===== src/rtl/wdt_window_if.sv =====
// Configuration bus for wdt_window.
// The master side (software / supervisor) drives the write strobe, the
// three config fields and the lock request. The slave side (the watchdog)
// returns the one-cycle rejected-write pulse.
//   cfg_we      : config write strobe
//   cfg_timeout : timeout count
//   cfg_window  : earliest legal kick count
//   cfg_warn    : warning margin below timeout
//   lock        : sets the sticky config lock
//   cfg_err     : pulses for one cycle after a rejected write
interface wdt_window_if #(
  parameter int CNT_W = 16
);
  logic             cfg_we;
  logic [CNT_W-1:0] cfg_timeout;
  logic [CNT_W-1:0] cfg_window;
  logic [CNT_W-1:0] cfg_warn;
  logic             lock;
  logic             cfg_err;

  modport master (
    output cfg_we, cfg_timeout, cfg_window, cfg_warn, lock,
    input  cfg_err
  );

  modport slave (
    input  cfg_we, cfg_timeout, cfg_window, cfg_warn, lock,
    output cfg_err
  );
endinterface


===== src/rtl/wdt_window.sv =====
// Windowed watchdog timer with pre-timeout warning, early-kick detection,
// lockable runtime configuration and a fixed-length reset-request pulse.
//   clk        : sole clock, rising edge
//   rst_n      : asynchronous active-low reset
//   en         : watchdog enable
//   kick       : service strobe
//   cfg        : configuration bus (slave side)
//   cnt        : current count
//   state      : 0 IDLE, 1 RUN, 2 EXPIRED
//   warn       : pre-timeout warning
//   timeout    : sticky expiry flag
//   early_kick : sticky window-violation flag
//   wdt_rst    : reset-request pulse, RST_PULSE_LEN cycles
//
// state   | meaning
// --------+---------------------------------------------------------
// IDLE    | disabled, cnt held at 0, config writes allowed
// RUN     | counting up, kicks serviced or flagged as early
// EXPIRED | count frozen, reset pulse issued, flags held until en=0
module wdt_window #(
  parameter int CNT_W         = 16,
  parameter int DEF_TIMEOUT   = 100,
  parameter int DEF_WINDOW    = 20,
  parameter int DEF_WARN      = 10,
  parameter int RST_PULSE_LEN = 4
) (
  input  logic             clk,
  input  logic             rst_n,
  input  logic             en,
  input  logic             kick,
  wdt_window_if.slave      cfg,
  output logic [CNT_W-1:0] cnt,
  output logic [1:0]       state,
  output logic             warn,
  output logic             timeout,
  output logic             early_kick,
  output logic             wdt_rst
);

  localparam int PW = $clog2(RST_PULSE_LEN + 1);

  typedef enum logic [1:0] {
    IDLE    = 2'd0,
    RUN     = 2'd1,
    EXPIRED = 2'd2
  } state_t;

  state_t           state_q, state_d;
  logic [CNT_W-1:0] cnt_q, cnt_d;
  logic [CNT_W-1:0] to_q, win_q, wrn_q;
  logic             lock_q, cfg_err_q;
  logic             timeout_q, timeout_d;
  logic             early_q, early_d;
  logic [PW-1:0]    pulse_q, pulse_d;
  logic             cfg_ok;

  assign cfg_ok = cfg.cfg_we && (state_q == IDLE) && !lock_q &&
                  (cfg.cfg_warn < cfg.cfg_timeout) &&
                  (cfg.cfg_window < cfg.cfg_timeout) &&
                  (cfg.cfg_timeout != '0);

  always_ff @(posedge clk or negedge rst_n) begin
    if (!rst_n) begin
      to_q      <= CNT_W'(DEF_TIMEOUT);
      win_q     <= CNT_W'(DEF_WINDOW);
      wrn_q     <= CNT_W'(DEF_WARN);
      lock_q    <= 1'b0;
      cfg_err_q <= 1'b0;
    end else begin
      if (cfg_ok) begin
        to_q  <= cfg.cfg_timeout;
        win_q <= cfg.cfg_window;
        wrn_q <= cfg.cfg_warn;
      end
      cfg_err_q <= cfg.cfg_we && !cfg_ok;
      lock_q    <= lock_q | cfg.lock;
    end
  end

  always_ff @(posedge clk or negedge rst_n) begin
    if (!rst_n) begin
      state_q   <= IDLE;
      cnt_q     <= '0;
      timeout_q <= 1'b0;
      early_q   <= 1'b0;
      pulse_q   <= '0;
    end else begin
      state_q   <= state_d;
      cnt_q     <= cnt_d;
      timeout_q <= timeout_d;
      early_q   <= early_d;
      pulse_q   <= pulse_d;
    end
  end

  // Priority in RUN: en, then kick, then expiry. A valid kick at cnt==TO
  // therefore services the watchdog instead of expiring.
  always_comb begin
    state_d   = state_q;
    cnt_d     = cnt_q;
    timeout_d = timeout_q;
    early_d   = early_q;
    pulse_d   = pulse_q;
    case (state_q)
      IDLE: begin
        cnt_d = '0;
        if (en) state_d = RUN;
      end
      RUN: begin
        if (!en) begin
          state_d = IDLE;
          cnt_d   = '0;
        end else if (kick && (cnt_q >= win_q)) begin
          cnt_d = '0;
        end else if (kick) begin
          state_d = EXPIRED;
          early_d = 1'b1;
          pulse_d = PW'(RST_PULSE_LEN);
        end else if (cnt_q == to_q) begin
          state_d   = EXPIRED;
          timeout_d = 1'b1;
          pulse_d   = PW'(RST_PULSE_LEN);
        end else begin
          cnt_d = cnt_q + CNT_W'(1);
        end
      end
      EXPIRED: begin
        if (!en) begin
          state_d   = IDLE;
          cnt_d     = '0;
          timeout_d = 1'b0;
          early_d   = 1'b0;
          pulse_d   = '0;
        end else if (pulse_q != '0) begin
          pulse_d = pulse_q - PW'(1);
        end
      end
      default: begin
        state_d = IDLE;
        cnt_d   = '0;
      end
    endcase
  end

  // The pulse down-counter is loaded on entry, so wdt_rst is already high
  // in the first EXPIRED cycle and drops when the counter reaches zero.
  assign wdt_rst     = (state_q == EXPIRED) && (pulse_q != '0);
  assign warn        = (state_q == RUN) && (cnt_q >= (to_q - wrn_q));
  assign cnt         = cnt_q;
  assign state       = state_q;
  assign timeout     = timeout_q;
  assign early_kick  = early_q;
  assign cfg.cfg_err = cfg_err_q;

endmodule


===== src/flat_wrapper.sv =====
// flat-port wrapper written by rule: the top's interface ports become plain ports
module wdt_window_flat 
#(
  parameter int CNT_W         = 16,
  parameter int DEF_TIMEOUT   = 100,
  parameter int DEF_WINDOW    = 20,
  parameter int DEF_WARN      = 10,
  parameter int RST_PULSE_LEN = 4
)
  (clk, rst_n, en, kick, cnt, state, warn, timeout, early_kick, wdt_rst, cfg_cfg_we, cfg_cfg_timeout, cfg_cfg_window, cfg_cfg_warn, cfg_lock, cfg_cfg_err);
  wdt_window_if #(.CNT_W(CNT_W)) cfg_i ();
  input  logic clk;
  input  logic rst_n;
  input  logic en;
  input  logic kick;
  output logic [CNT_W-1:0] cnt;
  output logic [1:0] state;
  output logic warn;
  output logic timeout;
  output logic early_kick;
  output logic wdt_rst;
  input wire logic [$bits(cfg_i.cfg_we)-1:0] cfg_cfg_we;
  input wire logic [$bits(cfg_i.cfg_timeout)-1:0] cfg_cfg_timeout;
  input wire logic [$bits(cfg_i.cfg_window)-1:0] cfg_cfg_window;
  input wire logic [$bits(cfg_i.cfg_warn)-1:0] cfg_cfg_warn;
  input wire logic [$bits(cfg_i.lock)-1:0] cfg_lock;
  output wire logic [$bits(cfg_i.cfg_err)-1:0] cfg_cfg_err;
  assign cfg_i.cfg_we = cfg_cfg_we;
  assign cfg_i.cfg_timeout = cfg_cfg_timeout;
  assign cfg_i.cfg_window = cfg_cfg_window;
  assign cfg_i.cfg_warn = cfg_cfg_warn;
  assign cfg_i.lock = cfg_lock;
  assign cfg_cfg_err = cfg_i.cfg_err;
  wdt_window #(.CNT_W(CNT_W), .DEF_TIMEOUT(DEF_TIMEOUT), .DEF_WINDOW(DEF_WINDOW), .DEF_WARN(DEF_WARN), .RST_PULSE_LEN(RST_PULSE_LEN)) u_core (.clk(clk), .rst_n(rst_n), .en(en), .kick(kick), .cfg(cfg_i), .cnt(cnt), .state(state), .warn(warn), .timeout(timeout), .early_kick(early_kick), .wdt_rst(wdt_rst));
endmodule

===== config.mk =====
export PLATFORM = sky130hd
export DESIGN_NAME = wdt_window_flat
export DESIGN_NICKNAME = d
export VERILOG_FILES = /design/src/rtl/wdt_window_if.sv /design/src/rtl/wdt_window.sv /design/src/flat_wrapper.sv
export SDC_FILE = /design/constraint.sdc
export NUM_CORES = 1
export LEC_CHECK = 0
export CORE_AREA = 3 3 100 102
export CTS_BUF_LIST = sky130_fd_sc_hd__clkbuf_8 sky130_fd_sc_hd__clkbuf_16
export CTS_CLUSTER_DIAMETER = 80
export DETAILED_ROUTE_END_ITERATION = 6
export DIE_AREA = 0 0 103 105
export PLACE_DENSITY = 0.93
export SLEW_MARGIN = 15
export SYNTH_ARGS = -nofsm -noshare
export SYNTH_HDL_FRONTEND = slang
export SYNTH_SLANG_ARGS = --single-unit

===== constraint.sdc =====
create_clock -name clk -period 11.47 [get_ports clk]
set_input_delay 2.294 -clock clk [delete_from_list [all_inputs] [get_ports clk]]
set_output_delay 2.294 -clock clk [all_outputs]
set_load 0.05 [all_outputs]

==> results of run 1 <==
==> power by group <==
group          internal (mW)  switching, mW  total (mW)
clock network          0.105         0.0977       0.203
registers              0.283         0.0218       0.304
logic                  0.134          0.164       0.298
total                  0.522          0.283       0.805
==> worst paths after layout <==
| path | from | to | slack, ns |
|---|---|---|---|
| setup / recovery | u_core.wrn_q[1]$_DFFE_PN1P_ | warn | 4.61 |
| hold / removal | u_core.lock_q$_DFF_PN0_ | u_core.lock_q$_DFF_PN0_ | 0.49 |
| hold reg to reg | u_core.lock_q$_DFF_PN0_ | u_core.lock_q$_DFF_PN0_ | 0.49 |
| min in group asynchronous | rst_n | u_core.cnt[5]$_DFFE_PN0P_ | 2.17 |
| max in group asynchronous | rst_n | u_core.to_q[11]$_DFFE_PN0P_ | 8.72 |
| setup reg to reg | u_core.cnt[11]$_DFFE_PN0P_ | u_core.cnt[10]$_DFFE_PN0P_ | 8.52 |
==> registers in the layout, indices dropped and copies added, names as in the netlist <==
signal              flops
u_core.cfg.cfg_err      1
u_core.cnt             16
u_core.early_kick       1
u_core.lock_q           1
u_core.pulse_q          3
u_core.state            2
u_core.timeout          1
u_core.to_q            16
u_core.win_q           16
u_core.wrn_q           16
==> layer usage <==
layer	up-vias	wire length [µm]	track usage, %
met5	-	0	0
met4	0	595	12.3
met3	63	782	4.07
met2	222	7250	48.3
met1	2274	5700	34.7
li1	2210	-	-
==> per-stage QoR <==
stage / instance area [µm²] / setup slack (ns) / hold slack (ns)
2_1_floorplan: 5510 / 5.67 / 0.441
3_3_place_gp: 6340 / 5.31 / 0.461
3_5_place_dp: 6340 / 5.13 / 0.464
4_1_cts: 6540 / 4.67 / 0.491
5_1_grt: 6540 / 4.43 / 0.510
6_report: 6540 / 4.61 / 0.491
==> cell usage in the layout, fill, tap and decap left out, drive strengths merged, types with 4 or more instances in the layout <==
cell type      count
nor2              17
a21o              16
nand2b            10
xnor2              9
o211ai             4
o21ai             37
and3               8
ha                80
xor2              21
clkbuf            10
mux2              49
a21oi             40
inv               55
nor2b             10
clkdlybuf4s50     75
nor3              10
clkinv             4
and2               5
o31ai              5
or3                4
dfrtp             66
dfstp              7
nor4              11
nand4             17
nand3             12
nand2             24
==> cells by family after synthesis <==
kind of cell / count (synthesis) / synth area share (%)
AND/OR/NAND/NOR: 137 / 13.8
adder cells (fa/ha/maj): 81 / 18.5
buffers and inverters: 68 / 5.27
AO/OA/AOI/OAI: 127 / 14.4
flip-flops: 73 / 33.3
multiplexers: 49 / 10.0
XOR/XNOR: 30 / 4.77
==> worst reg2reg max path, cell delays in order, from the launching register on <==
cell,delay (ns)
dfrtp_1,0.61
ha_1,0.32
and2_1,0.18
a221o_1,0.35
a211oi_1,0.29
o21ai_2,0.12
o21ai_2,0.63
o21ai_0,0.19
a21oi_1,0.17
==> cell usage after synthesis (3+ instances only) <==
library cell	number
ha_1	80
dfrtp_1	66
inv_1	54
a21oi_1	40
mux2_1	30
nand2_1	24
xor2_1	21
mux2_2	19
o21ai_0	19
nand4_1	17
nor2_1	17
a21o_1	16
o21ai_1	16
nand3_1	11
nand2b_1	10
nor2b_1	10
nor3_1	10
nor4_1	9
xnor2_1	9
and3_1	8
dfstp_2	7
and2_1	5
o31ai_1	5
buf_2	4
buf_6	4
o211ai_1	4
or3_1	4
clkbuf_1	3
o31a_1	3
==> cell type report <==
type,count,share of cell area (%)
timing repair buffer,78,11.8
inverter,55,3.16
tap,111,2.12
clock inverter,6,0.918
clock buffer,10,2.10
sequential,73,28.1
multi-input combinational,424,51.8
==> results.json, run 1 <==
{
  "status": "complete, no violations",
  "synth_top_cell_area_share_pct": 30.0,
  "cts_resized": 0,
  "rows": 35,
  "crit_cells": 14,
  "end_kind": "primary output",
  "gp_congestion": 0.923,
  "routedWlPerCell_um": 18.9,
  "clk_pin_slew_ns": 0.08,
  "hold_buffers": 0,
  "nFillCells": 604,
  "avgViaCountPerCell": 6.30,
  "ys_seq_elements": 73,
  "synth-main-ff-cell": "dfrtp_1",
  "min_period_ns": 6.86,
  "yosysTopAreaCell": "dfrtp_1",
  "track_usage_pct": 28.2,
  "clock_latency_ns": 0.35,
  "setup_viol": 0,
  "clockBufferDepth": 2,
  "htree_levels": 3,
  "period_share_pct": 59.8,
  "power_density_nw_per_um2": 123,
  "antenna_cells": 0,
  "power_leakage_nw": 3.19,
  "finalMaxSlewViolations": 0,
  "fmax_mhz": 146,
  "vdd_drop_max_uv": 68.6,
  "synth_area_leaders": "dfrtp_1 30%, ha_1 18%, mux2_1 6.1%",
  "post-place-cells": 741,
  "slew_headroom_pct": 38.9,
  "final_cells": 757,
  "cts_tree": "done",
  "worstMarginPinSlew_ns": 0.917,
  "syn-cell-area_um2": 5510,
  "antenna_found_initial": 0,
  "crit_path_max_incr_delay_ns": 0.84,
  "ys.warnings.count": 0,
  "synth_area_per_cell_um2": 9.75,
  "worst-path-buf-inv": 2,
  "synth_nets": 700,
  "grt_remaining_overflow": 0,
  "worstPathArrival_ns": 4.56,
  "fin_setup_tns_ns": 0,
  "nNetsFinal": 776,
  "drive_above_1_share_pct": 8.20,
  "syn_inst": 565,
  "finalHoldViolCount": 0,
  "cp_common_cell": "ha_1",
  "vias": 4769,
  "regArea_um2": 1840,
  "drcViolationCount": 0,
  "start_kind": "flop",
  "grt_pass1_wl_um": 24100,
  "coreArea_um2": 9200,
  "die_h_um": 105,
  "rsz0062_at_grt": "no",
  "synth-edff-count": 0,
  "crit_type": "flop to primary output",
  "post_cts_buffers": 0,
  "numCtsBuffers": 9,
  "ff2ff_path_depth": 8,
  "syn2layout_area_growth_pct": 18.7,
  "synthArstFlopShare_pct": 100,
  "wirelength_um": 14300,
  "path_delay_family": "compound AO/OA/AOI/OAI gates",
  "fin_skew_ns": 0.0131,
  "synth_cell_type_count": 58,
  "numClockSinks": 73,
  "finalPower_mw": 0.805,
  "critical_path.cell_chain": "inv_1, ha_1, nor2b_1, o31a_1, o211ai_1, nand3_1, a31o_2, a21oi_1, xnor2_1, ha_1, o21ai_0, or3_1, o22ai_1, clkdlybuf4s50_1",
  "hpwl_um": 11100,
  "grt_max_degree": 74,
  "drt-pass1-iter-count": 5,
  "cts_root_buf": "clkbuf_8",
  "drt_iter0_drc": 495,
  "start_util_pct": 59.9,
  "drv_cap": 0,
  "io_pins": 77,
  "cp.required_ns": 9.18,
  "path_max_fanout": 4,
  "ant_nets": 0,
  "grt_pass1_vias": 4917,
  "die_x_um": 103,
  "portBuffers": 76,
  "utilization_pct": 71.1,
  "holdPathStages": 1,
  "ys_seq_area_share_pct": 33.3,
  "multiInputGateArea_um2": 3390,
  "crit_slowest_cell": "clkdlybuf4s50_1",
  "min_path_type": "flop to flop",
  "dieArea_um2": 10800
}
No activity file was read; power rests on OpenSTA's default activity.
==> run 2, diff against run 1 <==
--- a/config.mk
+++ b/config.mk
@@ -5,12 +5,12 @@
 export SDC_FILE = /design/constraint.sdc
 export NUM_CORES = 1
 export LEC_CHECK = 0
-export CORE_AREA = 3 3 100 102
+export CORE_AREA = 3 3 108 110
 export CTS_BUF_LIST = sky130_fd_sc_hd__clkbuf_8 sky130_fd_sc_hd__clkbuf_16
 export CTS_CLUSTER_DIAMETER = 80
 export DETAILED_ROUTE_END_ITERATION = 6
-export DIE_AREA = 0 0 103 105
-export PLACE_DENSITY = 0.93
+export DIE_AREA = 0 0 111 113
+export PLACE_DENSITY = 0.86
 export SLEW_MARGIN = 15
 export SYNTH_ARGS = -nofsm -noshare
 export SYNTH_HDL_FRONTEND = slang
==> constraint.sdc (replaced) <==
create_clock -name clk -period 6.1 [get_ports clk]
set_input_delay 1.22 -clock clk [delete_from_list [all_inputs] [get_ports clk]]
set_output_delay 1.22 -clock clk [all_outputs]
set_load 0.05 [all_outputs]
==> run 2 against run 1 <==
Sequential share of layout area decreased by 0.32 points. Global-route usage shrank 5.8 points. Largest cell class unchanged. Combinational power is 84% higher. Count of clock-buffer cells in the layout is 1 lower. Flip-flop and latch count did not move. Sequential power up 88%. Highest routed layer unchanged.
==> results.json, run 2 (same netlist as run 1, synthesis figures left out) <==
{
  "min_path_type": "flop to flop",
  "drt-met1-wl_um": 5850,
  "met2_length_um": 6920,
  "io_pins": 77,
  "numClockSinks": 73,
  "drcViolationCount": 0,
  "setup_viol": 0,
  "clock_latency_ns": 0.36,
  "holdPathStages": 1,
  "status": "complete, no violations",
  "dieArea_um2": 12500,
  "coreArea_um2": 10800,
  "r2r-end": "u_core.win_q[9]$_DFFE_PN0P_",
  "die_h_um": 113,
  "slew_headroom_pct": 37.9,
  "numCtsBuffers": 9,
  "routedWlPerCell_um": 17.7,
  "clockBufferDepth": 2,
  "grt_pass1_vias": 4764,
  "grt_max_degree": 74,
  "portBuffers": 76,
  "fin_setup_tns_ns": 0,
  "hpwl_um": 11000,
  "vias": 4719,
  "path_max_fanout": 3,
  "drt-pass1-iter-count": 5,
  "period_share_pct": 93.8,
  "syn2layout_area_growth_pct": 20.0,
  "end_kind": "primary output",
  "drive_above_1_share_pct": 8.05,
  "routed.top_layer": "met4",
  "vdd_drop_max_uv": 127,
  "wirelength_um": 13900,
  "rsz0062_at_grt": "no",
  "grt_pass1_wl_um": 22800,
  "ant_nets": 0,
  "worstMarginPinSlew_ns": 0.931,
  "hold_buffers": 0,
  "rows": 38,
  "min_period_ns": 5.72,
  "track_usage_pct": 22.4,
  "cts_root_buf": "clkbuf_8",
  "layout_common_cells": "80 x ha_1, 75 x clkdlybuf4s50_1, 66 x dfrtp_1, 56 x inv_1, 40 x a21oi_1",
  "post_cts_buffers": 0,
  "r2r-start": "u_core.state[0]$_DFFE_PN0P_",
  "grt_remaining_overflow": 0,
  "final_common_cell": "ha_1",
  "die_x_um": 111,
  "met3_length_um": 762,
  "finalHoldViolCount": 0,
  "htree_levels": 3,
  "start_util_pct": 51.1,
  "drt_iter0_drc": 375,
  "power_leakage_nw": 3.21,
  "ff2ff_path_depth": 8,
  "finalPower_mw": 1.58,
  "clk_pin_slew_ns": 0.08,
  "finalMaxSlewViolations": 0,
  "avgViaCountPerCell": 6.00,
  "worstPathArrival_ns": 4.50,
  "fin_skew_ns": 0.0140,
  "start_kind": "flop",
  "gp_congestion": 0.835,
  "cts_resized": 0,
  "antenna_cells": 0,
  "hp-start": "u_core.lock_q$_DFF_PN0_",
  "nNetsFinal": 776,
  "worst_hold_slack_ns": 0.482,
  "utilization_pct": 61.3,
  "cp.required_ns": 4.88,
  "antenna_found_initial": 0,
  "fmax_mhz": 175,
  "ff2ff_setup_slack_ns": 3.07,
  "drv_cap": 0,
  "hold_path_end": "u_core.lock_q$_DFF_PN0_",
  "cts_tree": "done",
  "crit_type": "flop to primary output",
  "power_density_nw_per_um2": 239
}
[run 2: cell types whose count changed in the layout (fill, tap and decap cells not counted)]
cell	previous run	this run
clkinv_2	2	0
clkbuf_8	10	9
bufinv_16	1	3
inv_1	55	56
[run 2: final cells by class]
type	instances	area, µm²
Clock buffer	9	124
Inverter	55	206
Clock inverter	7	114
Sequential cell	73	1840
Tap cell	140	175
Multi-Input combinational cell	424	3390
Timing Repair Buffer	78	771
Fill cell	847	4180
[run 2: worst max-delay path by stage]
stage                 to  slack [ns]                        start
global placement    warn        1.00  u_core.wrn_q[1]$_DFFE_PN1P_
floorplan           warn        1.38  u_core.wrn_q[1]$_DFFE_PN1P_
detailed placement  warn        0.83   u_core.to_q[0]$_DFFE_PN0P_
CTS                 warn        0.42   u_core.to_q[0]$_DFFE_PN0P_
global route        warn        0.01   u_core.to_q[0]$_DFFE_PN0P_
finish              warn        0.38   u_core.to_q[0]$_DFFE_PN0P_
[run 2: where the power goes]
part,internal [mW],switching (mW),leakage (nW)
clock network,0.269,0.189,0.122
logic,0.252,0.297,2.14
registers,0.531,0.0396,0.950
[run 2: worst max-delay path: stages, from the launching register on]
cell,delay (ns)
dfrtp_1,0.41
inv_1,0.07
ha_1,0.16
inv_1,0.06
fa_1,0.39
a21oi_1,0.26
o211ai_1,0.16
a31oi_1,0.31
o21ai_0,0.14
nand2_1,0.10
a21oi_1,0.08
xnor2_1,0.13
ha_1,0.31
and4_1,0.20
a2111oi_0,0.51
o22ai_1,0.16
clkdlybuf4s50_1,0.72
[run 2: per-stage QoR]
step	setup slack (ns)	cells	instance area, µm²
2_1_floorplan	1.38	565	5510
6_report	0.375	786	6620
3_5_place_dp	0.833	770	6380
4_1_cts	0.424	786	6620
3_3_place_gp	1.00	770	6380
5_1_grt	0.0121	786	6620
[run 2: per-layer routing]
metal	vias to the layer above	track usage [%]
li1	2214	-
met1	2287	27.4
met2	187	39.6
met3	31	3.96
met4	0	8.87
met5	-	0
==> run 3, diff against run 2 <==
--- a/config.mk
+++ b/config.mk
@@ -11,6 +11,7 @@
 export DETAILED_ROUTE_END_ITERATION = 6
 export DIE_AREA = 0 0 111 113
 export PLACE_DENSITY = 0.86
+export SETUP_SLACK_MARGIN = 0.1
 export SLEW_MARGIN = 15
 export SYNTH_ARGS = -nofsm -noshare
 export SYNTH_HDL_FRONTEND = slang
==> run 3 against run 2 <==
Sequential power is essentially flat. Final cell count is the same. Via count grew 0.11%. Setup slack gained 0.40 ns. Hold slack is the same. Count of clock-buffer cells in the layout is the same. Combinational power is essentially flat. Design area is essentially flat. Maximum frequency grew 7.4%. Sequential share of layout area is essentially flat.
==> results.json, run 3 (same netlist as run 1, synthesis figures left out) <==
{
  "path_max_fanout": 3,
  "seqPwrFrac_pct": 36.2,
  "fmax_mhz": 188,
  "post-place-cells": 770,
  "slew_headroom_pct": 37.9,
  "numCtsBuffers": 9,
  "wirelength_um": 13900,
  "clock_power_share_pct": 29.1,
  "htree_levels": 3,
  "coreArea_um2": 10800,
  "ant_nets": 0,
  "gp_congestion": 0.835,
  "clock_latency_ns": 0.36,
  "io_pins": 77,
  "numClockSinks": 73,
  "min_period_ns": 5.33,
  "grt_max_degree": 74,
  "dieArea_um2": 12500,
  "post_cts_buffers": 0,
  "drt_iter0_drc": 372,
  "cts_tree": "done",
  "min_path_type": "flop to flop",
  "finalMaxSlewViolations": 0,
  "drt-pass1-iter-count": 5,
  "start_kind": "flop",
  "cts_root_buf": "clkbuf_8",
  "cts_resized": 0,
  "drive_above_1_share_pct": 8.05,
  "rsz0062_at_grt": "no",
  "grt_pass1_wl_um": 22800,
  "power_density_nw_per_um2": 239,
  "layout_common_cells": "80 x ha_1, 74 x clkdlybuf4s50_1, 66 x dfrtp_1, 56 x inv_1, 40 x a21oi_1",
  "pre_cts_ws_ns": 0.833,
  "syn2layout_area_growth_pct": 20.1,
  "hp-start": "u_core.lock_q$_DFF_PN0_",
  "p_int_mw": 1.05,
  "vdd_drop_max_uv": 127,
  "routedWlPerCell_um": 17.7,
  "p_comb_share_pct": 34.7,
  "worst_hold_slack_ns": 0.482,
  "avgViaCountPerCell": 6.01,
  "crit_type": "flop to primary output",
  "fin_setup_tns_ns": 0,
  "r2r-start": "u_core.state[0]$_DFFE_PN0P_",
  "antenna_found_initial": 0,
  "clk_pin_slew_ns": 0.08,
  "track_usage_pct": 22.4,
  "hpwl_um": 11000,
  "vias": 4724,
  "start_util_pct": 51.1,
  "total_switching_power_mw": 0.527,
  "grt_pass1_vias": 4764,
  "status": "complete, no violations",
  "worstMarginPinSlew_ns": 0.931,
  "grt_remaining_overflow": 0,
  "drv_cap": 0,
  "power_leakage_nw": 3.23,
  "die_x_um": 111,
  "p_sw_share_pct": 33.4,
  "antenna_cells": 0,
  "setup_viol": 0,
  "drcViolationCount": 0,
  "hold_buffers": 0,
  "nFillCells": 847,
  "fin_skew_ns": 0.0152,
  "rows": 38,
  "portBuffers": 76,
  "clockBufferDepth": 2,
  "finalHoldViolCount": 0,
  "final_cells": 786,
  "nNetsFinal": 776,
  "end_kind": "primary output",
  "setup_slack_ns": 0.772,
  "worstPathArrival_ns": 4.11,
  "period_share_pct": 87.3,
  "crit_path_start": "u_core.to_q[0]$_DFFE_PN0P_",
  "final_common_cell": "ha_1",
  "die_h_um": 113,
  "cp.required_ns": 4.88
}
run 3: changes by cell type in the layout (fill, tap and decap cells not counted):
| cell | delta |
|---|---|
| clkdlybuf4s50_1 | -1 |
| dlymetal6s2s_1 | +1 |
run 3: layout make-up:
type | instances | area, µm² | area share [%]
Multi-Input combinational cell | 424 | 3390 | 51.2
Clock buffer | 9 | 124 | 1.87
Timing Repair Buffer | 78 | 773 | 11.7
Inverter | 55 | 206 | 3.12
Sequential cell | 73 | 1840 | 27.7
Tap cell | 140 | 175 | 2.65
Clock inverter | 7 | 114 | 1.72
run 3: layer usage:
layer / track usage [%] / wire length, µm / vias up
li1: - / - / 2213
met1: 27.4 / 5850 / 2289
met2: 39.6 / 6940 / 191
met3: 3.96 / 772 / 31
met4: 8.87 / 339 / 0
met5: 0 / 0 / -
run 3: worst max-delay path: stages (launching register included):
cell and delay (ns):
dfrtp_1 0.41, inv_1 0.07, ha_1 0.16, inv_1 0.06, fa_1 0.39, a21oi_1 0.26, o211ai_1 0.16, a31oi_1 0.31
o21ai_0 0.14, nand2_1 0.10, a21oi_1 0.08, xnor2_1 0.13, ha_1 0.31, and4_1 0.20, a2111oi_0 0.51, o22ai_1 0.15
dlymetal6s2s_1 0.33
run 3: path summary, 6_finish.rpt:
kind | end | slack [ns] | depth (start not counted)
max in group asynchronous | u_core.cnt[15]$_DFFE_PN0P_ | 4.41 | 2
min | u_core.lock_q$_DFF_PN0_ | 0.48 | 1
max reg2reg | u_core.win_q[9]$_DFFE_PN0P_ | 3.07 | 8
min in group asynchronous | u_core.cnt[4]$_DFFE_PN0P_ | 1.09 | 2
max | warn | 0.77 | 16
min reg2reg | u_core.lock_q$_DFF_PN0_ | 0.48 | 1
run 3: power groups by stage:
stage	sequential [mW]	combinational, mW	clock [mW]
4_1_cts	0.570	0.546	0.462
6_report	0.571	0.549	0.460
3_3_place_gp	0.574	0.509	0
3_5_place_dp	0.579	0.542	0
2_1_floorplan	0.585	0.372	0
5_1_grt	0.577	0.612	0.483
run 3: stage by stage:
| stage | instance area [µm²] | power (mW) | util, % |
|---|---|---|---|
| 3_5_place_dp | 6380 | 1.12 | 59.1 |
| 3_3_place_gp | 6380 | 1.08 | 59.1 |
| 2_1_floorplan | 5510 | 0.958 | - |
| 4_1_cts | 6620 | 1.58 | 61.3 |
| 5_1_grt | 6620 | 1.67 | 61.3 |
| 6_report | 6620 | 1.58 | 61.3 |
